===== config.mk =====
export PLATFORM = sky130hd
export DESIGN_NAME = rbm_hidden_sampler
export DESIGN_NICKNAME = d
export VERILOG_FILES = /design/src/rtl/rbm_pkg.sv /design/src/rtl/rbm_hidden_sampler_lfsr.sv /design/src/rtl/rbm_hidden_sampler.sv
export SDC_FILE = /design/constraint.sdc
export NUM_CORES = 2
export LEC_CHECK = 0
export BUFFER_PORTS_ARGS = -buffer_cell sky130_fd_sc_hd__buf_2
export CAP_MARGIN = 20
export CORE_AREA = 2 2 455 457
export DETAILED_ROUTE_END_ITERATION = 12
export DIE_AREA = 0 0 457 459
export GPL_TIMING_DRIVEN = 0
export MAX_ROUTING_LAYER = met4
export SYNTH_ARGS = -nofsm -noshare
export SYNTH_HDL_FRONTEND = slang
export SYNTH_SLANG_ARGS = --single-unit

===== constraint.sdc =====
create_clock -name clk -period 5.5 [get_ports clk]
set_clock_uncertainty 0.15 [all_clocks]
set_input_delay 0.275 -clock clk [delete_from_list [all_inputs] [get_ports clk]]
set_output_delay 0.275 -clock clk [all_outputs]
set_load 0.02 [all_outputs]

===== src/rtl/rbm_pkg.sv =====
// Shared types and constants for the RBM hidden-unit sampling path.
// Optional build macro used by rbm_hidden_sampler: RBM_HSAMP_POPCNT_EN.
package rbm_pkg;

    // Unsigned probability, 0x0000 = 0.0, 0xFFFF ~ 1.0
    typedef logic [15:0] prob_q0p16_t;

    typedef enum logic [2:0] {
        HS_IDLE,
        HS_LAUNCH,
        HS_WAIT_HI,
        HS_WAIT_LO,
        HS_CAPT,
        HS_PUBLISH
    } hsamp_state_t;

    // Galois taps 32,22,2,1 for a right-shifting register
    localparam logic [31:0] LFSR32_MASK         = 32'h80200003;
    localparam logic [31:0] LFSR32_DEFAULT_SEED = 32'hACE12468;

    // One Galois step: shift right, fold the tap mask in when the bit shifted out is 1
    function automatic logic [31:0] lfsr32_next(input logic [31:0] s);
        return {1'b0, s[31:1]} ^ (s[0] ? LFSR32_MASK : 32'h0);
    endfunction

endpackage


===== src/rtl/rbm_hidden_sampler_lfsr.sv =====
// 32-bit Galois LFSR with synchronous reload. Shared by the hidden and
// visible sampling stages. A zero load value would lock the register at
// zero forever, so it is replaced by SEED.
module lfsr32_galois
    import rbm_pkg::*;
#(
    parameter logic [31:0] SEED = LFSR32_DEFAULT_SEED
) (
    input  logic        clk,
    input  logic        rst,
    input  logic        load,
    input  logic [31:0] load_val,
    input  logic        step,
    output logic [31:0] rnd
);

    // Register update: reset/load take priority, otherwise advance only on step
    always_ff @(posedge clk) begin
        // NOTE: state registers use non-blocking assignment so every flop samples pre-edge values.
        if (rst) begin
            rnd <= SEED;
        end else if (load) begin
            rnd <= (load_val == 32'h0) ? SEED : load_val;
        end else if (step) begin
            rnd <= lfsr32_next(rnd);
        end
    end

endmodule


===== src/rtl/rbm_hidden_sampler.sv =====
// Hidden-unit sequencer and Bernoulli sampler. Walks j = 0..H_DIM-1, runs
// the GEMV/sigmoid core once per j, captures p_j, draws h_s[j] = (rnd < p_j)
// and publishes the full vector over valid/ready.
// Build option: define RBM_HSAMP_POPCNT_EN to get a running popcount of h_s
// on ones_cnt; otherwise ones_cnt is constant 0.
module rbm_hidden_sampler
    import rbm_pkg::*;
#(
    parameter int unsigned H_DIM = 64,
    parameter logic [31:0] SEED  = LFSR32_DEFAULT_SEED
) (
    input  logic                         clk,
    input  logic                         rst,
    input  logic                         start,
    output logic                         busy,
    output logic [$clog2(H_DIM)-1:0]     hid_sel,
    output logic                         core_start,
    input  logic                         core_busy,
    input  logic [15:0]                  core_p,
    input  logic                         seed_load,
    input  logic [31:0]                  seed_in,
    output logic [H_DIM-1:0][15:0]       h_p,
    output logic [H_DIM-1:0]             h_s,
    output logic                         vec_valid,
    input  logic                         vec_ready,
    output logic [$clog2(H_DIM+1)-1:0]   ones_cnt
);

    localparam int J_W   = $clog2(H_DIM);
    localparam int CNT_W = $clog2(H_DIM+1);
    localparam logic [J_W-1:0] J_LAST = J_W'(H_DIM - 1);

    hsamp_state_t                state;
    prob_q0p16_t [H_DIM-1:0]     work_p;
    logic        [H_DIM-1:0]     work_s;
    logic        [31:0]          rnd;
    logic                        sample;
    logic                        publish;
    logic                        lfsr_load;
    logic                        lfsr_step;

    // Seeding is only honoured while idle; stepping happens once per hidden unit
    assign lfsr_load = (state == HS_IDLE) && seed_load;
    assign lfsr_step = (state == HS_CAPT);
    assign sample    = rnd[15:0] < work_p[hid_sel];
    // Output bank is free when empty or being drained this very cycle
    assign publish   = (state == HS_PUBLISH) && (!vec_valid || vec_ready);

    lfsr32_galois #(.SEED(SEED)) u_lfsr (
        .clk      (clk),
        .rst      (rst),
        .load     (lfsr_load),
        .load_val (seed_in),
        .step     (lfsr_step),
        .rnd      (rnd)
    );

    // Sweep sequencer with registered busy/core_start/hid_sel
    always_ff @(posedge clk) begin
        if (rst) begin
            state      <= HS_IDLE;
            busy       <= 1'b0;
            core_start <= 1'b0;
            hid_sel    <= '0;
            // NOTE: the working bank is reset on purpose so a mid-sweep reset leaves no stale data visible anywhere.
            work_p     <= '0;
            work_s     <= '0;
        end else begin
            core_start <= 1'b0;
            unique case (state)
                HS_IDLE: begin
                    if (start) begin
                        state      <= HS_LAUNCH;
                        busy       <= 1'b1;
                        hid_sel    <= '0;
                        core_start <= 1'b1;
                    end
                end
                HS_LAUNCH: begin
                    state <= HS_WAIT_HI;
                end
                HS_WAIT_HI: begin
                    if (core_busy) state <= HS_WAIT_LO;
                end
                HS_WAIT_LO: begin
                    if (!core_busy) begin
                        work_p[hid_sel] <= core_p;
                        state           <= HS_CAPT;
                    end
                end
                HS_CAPT: begin
                    work_s[hid_sel] <= sample;
                    if (hid_sel == J_LAST) begin
                        state <= HS_PUBLISH;
                    end else begin
                        hid_sel    <= hid_sel + J_W'(1);
                        core_start <= 1'b1;
                        state      <= HS_LAUNCH;
                    end
                end
                HS_PUBLISH: begin
                    if (publish) begin
                        state <= HS_IDLE;
                        busy  <= 1'b0;
                    end
                end
                default: begin
                    state <= HS_IDLE;
                end
            endcase
        end
    end

    // Output bank and valid flag; a publish in the drain cycle keeps valid high
    always_ff @(posedge clk) begin
        if (rst) begin
            vec_valid <= 1'b0;
            h_p       <= '0;
            h_s       <= '0;
        end else if (publish) begin
            vec_valid <= 1'b1;
            h_p       <= work_p;
            h_s       <= work_s;
        end else if (vec_ready) begin
            vec_valid <= 1'b0;
        end
    end

`ifdef RBM_HSAMP_POPCNT_EN
    logic [CNT_W-1:0] work_cnt;

    // Running count of ones, one increment per CAPT, copied out alongside h_s
    always_ff @(posedge clk) begin
        if (rst) begin
            work_cnt <= '0;
            ones_cnt <= '0;
        end else begin
            if ((state == HS_IDLE) && start) begin
                work_cnt <= '0;
            end else if (state == HS_CAPT) begin
                work_cnt <= work_cnt + CNT_W'(sample);
            end
            if (publish) ones_cnt <= work_cnt;
        end
    end
`else
    assign ones_cnt = '0;
`endif

endmodule


==> flow_metrics.env <==
export IMPL_outcome="finished with violations"
export IMPL_failed_checks="design-rule violations, max-slew violations, negative setup slack"
export IMPL_cts_max_level=4
export IMPL_drv_slew=1
export IMPL_start_util=0.4212
export IMPL_root_buffer="clkbuf_16"
export IMPL_n_fill_cell=19797
export IMPL_power_density_nw_per_um2=313.9
export IMPL_grt_busiest_layer="met2"
export IMPL_r2r_setup_slack_ns=-0.68
export IMPL_clk_latency_ns=0.96
export IMPL_ys_types=67
export IMPL_drtIter0Drc=16803
export IMPL_drive_gt1_frac=0.1699
export IMPL_area_delta_synth_final_pct=26.27
export IMPL_cp_max_fo=10
export IMPL_ios=1158
export IMPL_ys_flop_type="dfxtp_1"
export IMPL_cts_tree="built"
export IMPL_yosysWarnings=0
export IMPL_rr_endpoint="work_s[39]"
export IMPL_worstMarginPinSlew_ns=1.726
export IMPL_ys_ff_latch=2220
export IMPL_crit_path_frequent_cell="buf_6"
export IMPL_endpoint="work_s[39]"
export IMPL_worstReg2RegStart="hid_sel[0]"
export IMPL_grt_setup_unrepaired="true"
export IMPL_clkTransAtPathRegs_ns=0.06
export IMPL_syn_cell_area_um2=86600
export IMPL_pre_cts_ws_ns=-5.957
export IMPL_fp_row_count=167
export IMPL_postSynthCellCount=11167
export IMPL_cts_sinks=2220
export IMPL_hold_violations=0
export IMPL_hold_path_class="in2reg"
export IMPL_critPathCaptureType="register"
export IMPL_cp_cell_sequence="buf_12, buf_6, clkinvlp_4, buf_8, a221o_1, a222oi_1, o22ai_2, nor4_2, ha_1, nand2_1, or4_4, a211oi_4, buf_6, o2111ai_4, a2111oi_4, buf_6, buf_12, clkbuf_16, o31ai_1"
export IMPL_ir_drop_v=0.0003932
export IMPL_grt_pass1_wl_um=758400
export IMPL_r2r_cells=19
export IMPL_slew_headroom=-0.1509
export IMPL_grt_overflow=0
export IMPL_crit_required_ns=6.15
export IMPL_first_pass_iters=13
export IMPL_p_leak_uw=0.03892
export IMPL_finalSetupViolations=64
export IMPL_setup_ws_ns=-0.6831
export IMPL_syn_area_per_cell_um2=7.755
export IMPL_grt_pass1_vias=87595
export IMPL_synth_async_reset_ratio=0
export IMPL_crit_type="reg2reg"
export IMPL_finalCritPeriodShare=1.124
export IMPL_drc=1
export IMPL_slowest_delay_ns=1.38
export IMPL_grt_antenna_before_repair=72
export IMPL_grt_max_degree=17
export IMPL_layout_common_cells="nand2_1 (4,047), a21oi_1 (2,232), dfxtp_1 (2,217)"
export IMPL_slowest_stage="a222oi_1"
export IMPL_fp_dieArea_um2=209800
export IMPL_crit_arrival_ns=6.84
export IMPL_nets=12877
export IMPL_whs_ns=0.03593
export IMPL_start_kind="register"
export IMPL_final_common_cell="nand2_1"
export IMPL_period_minus_slack_ns=6.183
export IMPL_core_area_um2=205600
export IMPL_max_freq_mhz=161.7
export IMPL_via_per_inst=6.297
export IMPL_use_met2=0.7234
export IMPL_clockBufferDepth=3
export IMPL_ant_nets=0
export IMPL_hpwl_um=442100
export IMPL_wl_per_cell_um=36.70
export IMPL_total_power_uw=34320
export IMPL_cts_made_buffers=233
export IMPL_port_buffers=1133
export IMPL_grt_use_met3=0.2153
export IMPL_maxCapViolations=0
export IMPL_startpoint="hid_sel[0]"
export IMPL_die_width_um=457
export IMPL_yosysSeqAreaShare=0.5132
export IMPL_vias=99695
export IMPL_track_usage=0.5449
export IMPL_die_h_um=459
export IMPL_gp_congestion=1.116
export IMPL_use_met1=0.6398
export IMPL_drt_total_wl_um=581000
export IMPL_synth_edf_count=0
## logic make-up after synthesis
logic type / Yosys count / synth area share
mux: 264 / 0.04094
fa+ha+maj: 16 / 0.002312
flops: 2220 / 0.5132
other cells: 1 / 0.00004330
simple gates: 4858 / 0.2225
xor+xnor: 5 / 0.0005058
compound gates: 2799 / 0.1758
buf+inv: 1004 / 0.04467
## final cells by class
class / instances / area (um2) / share of cell area
Buffer: 992 / 5050 / 0.04618
Inverter: 7 / 38.79 / 0.0003547
Clock buffer: 338 / 6863 / 0.06276
Timing Repair Buffer: 1404 / 8891 / 0.08131
Multi-Input combinational cell: 7949 / 39190 / 0.3584
Clock inverter: 100 / 1185 / 0.01084
Sequential cell: 2220 / 44450 / 0.4065
Tap cell: 2704 / 3383 / 0.03094
Antenna cell: 119 / 297.8 / 0.002723
## worst max-delay path: cells and delay by family, from the launching register on
kind / cells / cell delay (ns)
flip-flops: 1 / 0.37
AO/OA/AOI/OAI: 7 / 2.78
buffers and inverters: 8 / 1.63
AND/OR/NAND/NOR: 3 / 0.85
adder cells (fa/ha/maj): 1 / 0.19
## worst min path at each step
stage | from | end | slack, ns | cells past startpoint
floorplan | core_busy | state[0] | 0.27 | 2
global placement | work_s[63] | h_s[63] | 0.29 | 2
detailed placement | h_p[532] | h_p[532] | 0.29 | 2
CTS | seed_load | u_lfsr.rnd[10] | 0.005 | 5
global route | core_p[11] | work_p[11] | 0.002 | 3
finish | seed_load | u_lfsr.rnd[13] | 0.04 | 5
## report_power, final
group / internal, uW / switching [uW] / leakage, uW
clock: 9590 / 7230 / 0.00395
combinational: 298 / 977 / 0.0171
sequential: 16100 / 82.2 / 0.0179
## Yosys cell counts, types with 11 or more instances
| cell | count | area, um2 |
|---|---|---|
| a211oi_1 | 11 | 82.58 |
| a21oi_1 | 2236 | 11190 |
| a221oi_1 | 137 | 1200 |
| a22o_1 | 11 | 96.34 |
| a22oi_1 | 71 | 533.0 |
| buf_1 | 38 | 142.6 |
| buf_2 | 47 | 235.2 |
| clkbuf_1 | 899 | 3374 |
| dfxtp_1 | 2220 | 44440 |
| ha_1 | 16 | 200.2 |
| mux2_2 | 82 | 923.4 |
| mux2i_1 | 118 | 1181 |
| mux4_2 | 64 | 1441 |
| nand2_1 | 4052 | 15210 |
| nand3_1 | 384 | 1922 |
| nor2_1 | 184 | 690.7 |
| nor2b_1 | 71 | 444.2 |
| nor3_1 | 53 | 265.3 |
| nor4_1 | 33 | 206.5 |
| o21ai_0 | 158 | 790.8 |
| o21ai_1 | 11 | 55.05 |
| o22ai_1 | 54 | 337.8 |
| o31ai_1 | 33 | 247.7 |
| or2_2 | 35 | 219.0 |
## through the flow
stage            util  instances  area [um2]   TNS, ns
2_1_floorplan       -      11173       86620         0
3_3_place_gp   0.4653      15010       95680  -1020.41
3_5_place_dp   0.4730      15096       97250   -481.77
4_1_cts        0.5258      15664      108100    -13.75
5_1_grt        0.5315      15802      109300    -17.69
6_report       0.5318      15833      109300    -40.78
## flip-flops by register name, summed over array words and instances (netlist names)
name and cells:
vec_valid 1, core_start 1, hid_sel 6, state 3, u_lfsr.rnd 32, h_s 64
h_p 1024, work_p 1024, busy 1, work_s 64
## metal layers
metal / routed length (um) / part of all wire / up-vias
met1: 208200 / 0.36 / 48018
met5: 0 / 0 / -
li1: - / - / 40894
met2: 227700 / 0.39 / 8459
met4: 61460 / 0.11 / 0
met3: 83710 / 0.14 / 2324
## repair_timing
action	CTS	global route
resized for setup	395	140
hold endpoints to repair	86	0
pin swaps	14	52
hold buffers	87	0
endpoints found under the setup margin	294	64
buffers inserted	47	38
cloned	0	8
Note: power is estimated with default switching activity, not from simulation.
